### config.mk
export PLATFORM = sky130hd
export DESIGN_NAME = sd_rx_burst_filler
export DESIGN_NICKNAME = d
export VERILOG_FILES = /design/src/rtl/sd_rx_pkg.sv /design/src/rtl/sd_rx_sync_fifo.sv /design/src/rtl/sd_rx_burst_filler.sv
export SDC_FILE = /design/constraint.sdc
export NUM_CORES = 1
export LEC_CHECK = 0
export CORE_UTILIZATION = 60
export DETAILED_ROUTE_END_ITERATION = 10
export GPL_TIMING_DRIVEN = 1
export PLACE_DENSITY = 0.87
export SLEW_MARGIN = 20
export SYNTH_ARGS = -nofsm -noshare
export SYNTH_HDL_FRONTEND = slang
export SYNTH_SLANG_ARGS = --single-unit
### constraint.sdc
create_clock -name clk -period 8.2 [get_ports clk]
set_input_delay 1.64 -clock clk [delete_from_list [all_inputs] [get_ports clk]]
set_output_delay 1.64 -clock clk [all_outputs]
set_load 0.005 [all_outputs]
### src/rtl/sd_rx_pkg.sv
// Shared FSM state type and Wishbone cycle-type constants for the SD receive burst filler.
package sd_rx_pkg;

    typedef enum logic [1:0] {
        IDLE  = 2'd0,
        BURST = 2'd1,
        GAP   = 2'd2
    } state_t;

    localparam logic [2:0] CTI_CLASSIC = 3'b000;
    localparam logic [2:0] CTI_INCR    = 3'b010;
    localparam logic [2:0] CTI_EOB     = 3'b111;
    localparam logic [1:0] BTE_LINEAR  = 2'b00;

endpackage

### src/rtl/sd_rx_sync_fifo.sv
// Single-clock word FIFO with show-ahead head (dout valid whenever level != 0) and a flush input.
module sd_rx_sync_fifo #(
    parameter int DEPTH = 16,
    parameter int WIDTH = 32
) (
    input  logic                     clk,
    input  logic                     rst,
    input  logic                     flush,
    input  logic                     push,
    input  logic                     pop,
    input  logic [WIDTH-1:0]         din,
    output logic [WIDTH-1:0]         dout,
    output logic [$clog2(DEPTH):0]   level,
    output logic                     full,
    output logic                     empty
);

    localparam int            AW       = $clog2(DEPTH);
    localparam logic [AW:0]   LVL_FULL = (AW+1)'(DEPTH);

    logic [WIDTH-1:0] r_mem [DEPTH];
    logic [AW-1:0]    r_wr_ptr;
    logic [AW-1:0]    r_rd_ptr;
    logic [AW:0]      r_level;
    logic             w_push_ok;
    logic             w_pop_ok;

    assign full      = (r_level == LVL_FULL);
    assign empty     = (r_level == '0);
    assign w_push_ok = push & ~full & ~flush;
    assign w_pop_ok  = pop & ~empty & ~flush;

    always_ff @(posedge clk) begin
        if (rst || flush) begin
            r_wr_ptr <= '0;
            r_rd_ptr <= '0;
            r_level  <= '0;
        end else begin
            if (w_push_ok)
                r_wr_ptr <= r_wr_ptr + AW'(1);
            if (w_pop_ok)
                r_rd_ptr <= r_rd_ptr + AW'(1);
            case ({w_push_ok, w_pop_ok})
                2'b10:   r_level <= r_level + (AW+1)'(1);
                2'b01:   r_level <= r_level - (AW+1)'(1);
                default: r_level <= r_level;
            endcase
        end
    end

    always_ff @(posedge clk) begin
        if (w_push_ok)
            r_mem[r_wr_ptr] <= din;
    end

    // Asynchronous read: the bus master presents the head word in the same cycle stb rises.
    assign dout  = r_mem[r_rd_ptr];
    assign level = r_level;

endmodule

### src/rtl/sd_rx_burst_filler.sv
// Packs SD receive data into 32-bit words and writes them out as Wishbone bursts.
// Define SD_RX_BURST_EN for BURST_LEN-beat incrementing bursts; otherwise single-beat classic cycles.
module sd_rx_burst_filler
    import sd_rx_pkg::*;
#(
    parameter int IN_W      = 4,
    parameter int DEPTH     = 16,
    parameter int BURST_LEN = 4
) (
    input  logic                     clk,
    input  logic                     rst,
    input  logic                     en,
    input  logic [31:0]              adr,
    input  logic [IN_W-1:0]          dat_i,
    input  logic                     wr,
    output logic [31:0]              m_wb_adr_o,
    output logic                     m_wb_we_o,
    output logic [31:0]              m_wb_dat_o,
    output logic                     m_wb_cyc_o,
    output logic                     m_wb_stb_o,
    output logic [2:0]               m_wb_cti_o,
    output logic [1:0]               m_wb_bte_o,
    input  logic                     m_wb_ack_i,
    input  logic                     m_wb_err_i,
    output logic                     full,
    output logic                     empty,
    output logic [$clog2(DEPTH):0]   level,
    output logic                     overflow,
    output logic                     bus_err
);

    localparam int LW    = $clog2(DEPTH) + 1;
    localparam int BEATS = 32 / IN_W;
    localparam int CW    = $clog2(BEATS);

    if (!(IN_W == 4 || IN_W == 8) || DEPTH < 4 || BURST_LEN > DEPTH) begin : g_bad_cfg
        $error("sd_rx_burst_filler: illegal IN_W/DEPTH/BURST_LEN combination");
    end

    state_t          r_state;
    state_t          w_state_next;
    logic            r_en_d;
    logic            w_en_rise;
    logic [31:0]     r_shift;
    logic [CW-1:0]   r_nib;
    logic [31:0]     w_shift_next;
    logic            w_word_done;
    logic [31:0]     r_adr;
    logic            r_overflow;
    logic            r_bus_err;
    logic [31:0]     w_fifo_dout;
    logic            w_fifo_full;
    logic            w_fifo_empty;
    logic [LW-1:0]   w_level;
    logic            w_flush;
    logic            w_in_burst;
    logic            w_pop;
    logic            w_start;
    logic            w_last_beat;
    logic [2:0]      w_cti;

    assign w_en_rise    = en & ~r_en_d;
    assign w_flush      = ~en;
    assign w_in_burst   = (r_state == BURST);
    assign w_pop        = w_in_burst & en & m_wb_ack_i & ~m_wb_err_i;
    assign w_shift_next = {r_shift[31-IN_W:0], dat_i};
    assign w_word_done  = en & wr & (r_nib == CW'(BEATS - 1));

    always_ff @(posedge clk) begin
        if (rst)
            r_en_d <= 1'b0;
        else
            r_en_d <= en;
    end

    // MSB-first packer: the first symbol of a word ends up in bits [31 -: IN_W].
    always_ff @(posedge clk) begin
        if (rst || !en) begin
            r_shift <= '0;
            r_nib   <= '0;
        end else if (wr) begin
            r_shift <= w_shift_next;
            r_nib   <= r_nib + CW'(1);
        end
    end

    sd_rx_sync_fifo #(
        .DEPTH (DEPTH),
        .WIDTH (32)
    ) u_fifo (
        .clk   (clk),
        .rst   (rst),
        .flush (w_flush),
        .push  (w_word_done),
        .pop   (w_pop),
        .din   (w_shift_next),
        .dout  (w_fifo_dout),
        .level (w_level),
        .full  (w_fifo_full),
        .empty (w_fifo_empty)
    );

`ifdef SD_RX_BURST_EN
    localparam int BW = (BURST_LEN > 1) ? $clog2(BURST_LEN) : 1;
    logic [BW-1:0] r_beat;

    always_ff @(posedge clk) begin
        if (rst || !w_in_burst)
            r_beat <= '0;
        else if (w_pop)
            r_beat <= r_beat + BW'(1);
    end

    assign w_last_beat = (r_beat == BW'(BURST_LEN - 1));
    assign w_start     = (w_level >= LW'(BURST_LEN));
    assign w_cti       = w_in_burst ? (w_last_beat ? CTI_EOB : CTI_INCR) : CTI_CLASSIC;
`else
    assign w_last_beat = 1'b1;
    assign w_start     = ~w_fifo_empty;
    assign w_cti       = CTI_CLASSIC;
`endif

    always_ff @(posedge clk) begin
        if (rst)
            r_state <= IDLE;
        else
            r_state <= w_state_next;
    end

    // A latched bus error blocks new bursts until en drops, which also clears it.
    always_comb begin
        w_state_next = r_state;
        case (r_state)
            IDLE:    if (!r_bus_err && w_start) w_state_next = BURST;
            BURST:   if (m_wb_err_i || (w_pop && w_last_beat)) w_state_next = GAP;
            GAP:     w_state_next = IDLE;
            default: w_state_next = IDLE;
        endcase
        if (!en)
            w_state_next = IDLE;
    end

    always_ff @(posedge clk) begin
        if (rst)
            r_adr <= '0;
        else if (w_en_rise)
            r_adr <= adr;
        else if (w_pop)
            r_adr <= r_adr + 32'd4;
    end

    always_ff @(posedge clk) begin
        if (rst || !en) begin
            r_overflow <= 1'b0;
            r_bus_err  <= 1'b0;
        end else begin
            if (w_word_done && w_fifo_full)
                r_overflow <= 1'b1;
            if (w_in_burst && m_wb_err_i)
                r_bus_err <= 1'b1;
        end
    end

    assign m_wb_cyc_o = w_in_burst;
    assign m_wb_stb_o = w_in_burst;
    assign m_wb_we_o  = w_in_burst;
    assign m_wb_dat_o = w_in_burst ? w_fifo_dout : 32'd0;
    assign m_wb_adr_o = r_adr;
    assign m_wb_cti_o = w_cti;
    assign m_wb_bte_o = BTE_LINEAR;

    assign full     = w_fifo_full;
    assign empty    = w_fifo_empty;
    assign level    = w_level;
    assign overflow = r_overflow;
    assign bus_err  = r_bus_err;

endmodule
==> run_results.csv <==
group,metric,value,unit
power,combinationalPowerShare,0.016,
logic_synthesis,yosysTopAreaCellShare,0.655,
sta,slew_headroom,0.283,
logic_synthesis,ys_warn_count,0,
sta,clock.fmax,175,MHz
clocking,cts_root_buf,"clkbuf_16",
setup_path,rr_endpoint,"u_fifo.level[4]",
logic_synthesis,synth_xor_area_frac,0.0105,
die,dieArea,39900,µm²
power,power_switching_share,0.200,
die,core,38600,µm²
die,boundaryPins,123,
grt,grt_pass1_wl,82200,µm
sta,fin_skew,0.0315,ns
power,power.density,220,nW/µm²
logic_synthesis,synth_edf_count,512,
grt,first_global_vias,13000,
logic_synthesis,synth_top_family_by_area,"multiplexers",
setup_path,worst_setup_path_start_kind,"register",
placement,dpl_worst_slack,2.77,ns
die,dieHeight,200,µm
power,p_int,0.00484,W
placement,placed_cells,1819,
setup_path,worstSetupEndpointType,"output port",
die,start_util,0.607,
logic_synthesis,synth_area_leader_cell,"edfxtp_1",
logic_synthesis,synth-simple-area-share,0.0537,
grt,track_usage,0.288,
sta,setup_violations,0,
setup_path,crit_fanout,84,
logic_synthesis,netlist_instances,1228,
sta,rsz0062_at_grt,"false",
power,vdd_drop_max,167,µV
placement,gp_congestion,0.904,
setup_path,worstPathArrival,4.07,ns
clocking,ctsResizeCount,0,
placement,dpl-instance-area,25500,µm²
placement,hpwl,30900,µm
logic_synthesis,ys_async_sr_fraction,0,
finish,nets,1414,
sta,worstMarginPinSlew,1.07,ns
grt,grt_max_degree,85,
logic_synthesis,synth_compound_area_frac,0.0182,
power,clockPowerShare,0.440,
logic_synthesis,synth_common_cells,"edfxtp_1, mux4_2, nor2_1, dfxtp_1, clkbuf_1",
grt,grt-ovfl-total,0,
finish,antennaDiodeCount,0,
run_status,outcome,"finished, final reports clean",
logic_synthesis,yosysSeqAreaShare,0.728,
logic_synthesis,synthMostInstantiatedCell,"edfxtp_1",
sta,fin_ws,2.49,ns
die,row_count,72,
sta,finalSetupTns,0,ns
clocking,clock_latency,0.62,ns
power,p_leak,8.84,nW
setup_path,reg2reg_from,"r_nib[0]",
power,pwr-share-seq,0.544,
routing,drtIter0Drc,1405,
clocking,cts_tree,"built",
routing,routed_via_density,6.50,
finish,stdcell_count,1928,
logic_synthesis,ys_top_cells_by_area,"edfxtp_1, mux4_2, dfxtp_1",
min_path,hold_path_end,"m_wb_adr_o[1]",
clocking,cts_buffer_depth,3,
routing,num_vias,12500,
routing,drcViolationCount,0,
routing,drt_wl_total,55700,µm
routing,first_pass_iters,5,
power,fin_total_pwr,0.00605,W
logic_synthesis,synth_cell_types,54,
setup_path,reg2reg_setup_slack,4.77,ns
clocking,cts_buffers,56,
routing,ant_nets,0,
setup_path,critical_path_class,"register to output port",
clocking,hold_buffers,0,
die,die_x,200,µm
sta,drv_slew,0,
job,maxCapViolCount,0,
grt,grt_antenna_before_repair,1,
sta,hold_viol,0,
logic_synthesis,synthAdderAreaFrac,0.00533,
min_path,hold_path.class,"register to register",
min_path,hold_depth,2,
logic_synthesis,synth_seq_cells,597,
sta,finalCriticalPeriod,5.71,ns
setup_path,worstRegToRegCells,13,
setup_path,required,6.56,ns
sta,finalCritPeriodShare,0.696,
clocking,post-cts-setup-buffers,0,
finish,fin_area,27500,µm²
logic_synthesis,avgSynthCellArea,19.1,µm²
logic_synthesis,synth_area,23500,µm²
logic_synthesis,synth_mux_area_frac,0.168,
placement,port-buffer-count,117,
clocking,cts.sinks,597,
routing,wire_per_inst,28.9,µm
logic_synthesis,ys.flop_type,"edfxtp_1",
clocking,clkSlewWorstSetupHoldPaths,0.06,ns
finish,drive_gt1_frac,0.221,
min_path,holdCritStartpoint,"m_wb_adr_o[1]",
clocking,htreeDepth,2,
power,power_switching,0.00121,W
finish,area_delta_synth_final,17.3,%
-- flip-flops by register name, indices dropped and copies added, names as in the netlist, 2 cells and up, named ones only --
name,count
u_fifo.r_mem,512
u_fifo.r_wr_ptr,4
u_fifo.r_rd_ptr,4
m_wb_adr_o,32
r_nib,3
u_fifo.level,5
r_state,2
r_shift,28
-- cell families after synthesis --
group                      after synthesis
AOI/OAI and AO/OA                       61
xor gates and xnor gates                28
adders and majority gates               10
buffers and inverters                   88
DFF                                    597
muxes                                  194
other                                    1
and+or+nand+nor                        249
-- worst max-delay path by stage --
stage | end | slack [ns] | cells past startpoint
2_1_floorplan | u_fifo.r_mem[3][0] | 2.84 | 5
3_3_place_gp | u_fifo.r_mem[15][14] | 3.02 | 5
3_5_place_dp | u_fifo.r_mem[12][16] | 2.77 | 5
4_1_cts | m_wb_dat_o[2] | 2.39 | 5
5_1_grt | m_wb_dat_o[2] | 2.23 | 5
6_report | m_wb_dat_o[2] | 2.49 | 5
-- placed cells by master, fill, tap and decap left out, drive strengths merged, types with 4 or more instances in the layout --
cell type,n
a211oi,19
a21oi,15
a31oi,6
and2,38
and4,4
buf,30
clkbuf,84
clkdlybuf4s50,116
clkinv,11
clkinvlp,4
conb,5
dfxtp,85
edfxtp,512
ha,10
inv,18
mux2i,34
mux4,160
nand2,36
nand2b,6
nand3,13
nand4,12
nor2,89
nor3,17
nor4,15
xnor2,17
xor2,11
-- metrics by stage --
stage           util  hold WS [ns]
6_report       0.712         0.469
5_1_grt        0.712         0.489
4_1_cts        0.710         0.472
3_5_place_dp   0.661         0.459
3_3_place_gp   0.652         0.447
2_1_floorplan      -         0.416
-- worst max-delay path, stage by stage, from the launching register on --
cell and delay, ns:
dfxtp_4 0.94, buf_12 0.62, mux4_2 0.63, mux4_2 0.54
and2_1 0.19, clkdlybuf4s50_1 0.48
-- cell type report --
type | instances | area (µm²)
flip-flops and latches | 597 | 17100
fillers | 2147 | 11100
multi-input cells | 547 | 6140
repair buffers | 146 | 1680
clock buffers | 84 | 1670
well taps | 518 | 648
clock inverters | 22 | 245
inverters | 14 | 52.6
-- routing by layer --
layer	up-vias	track usage	part of all wire
met2	760	0.497	0.53
met5	-	0	0
met3	109	0.0486	0.076
met4	0	0.114	0.032
li1	5210	-	-
met1	6453	0.368	0.36
-- power by group through the flow --
stage	Clock (W)	Sequential (W)	Combinational, W
5_1_grt	0.00279	0.00329	0.000105
4_1_cts	0.00267	0.00329	0.0000978
6_report	0.00266	0.00329	0.0000987
2_1_floorplan	0	0.00335	0.0000422
3_3_place_gp	0	0.00335	0.0000935
3_5_place_dp	0	0.00335	0.0000964
No activity file was read; power rests on OpenSTA's default activity.
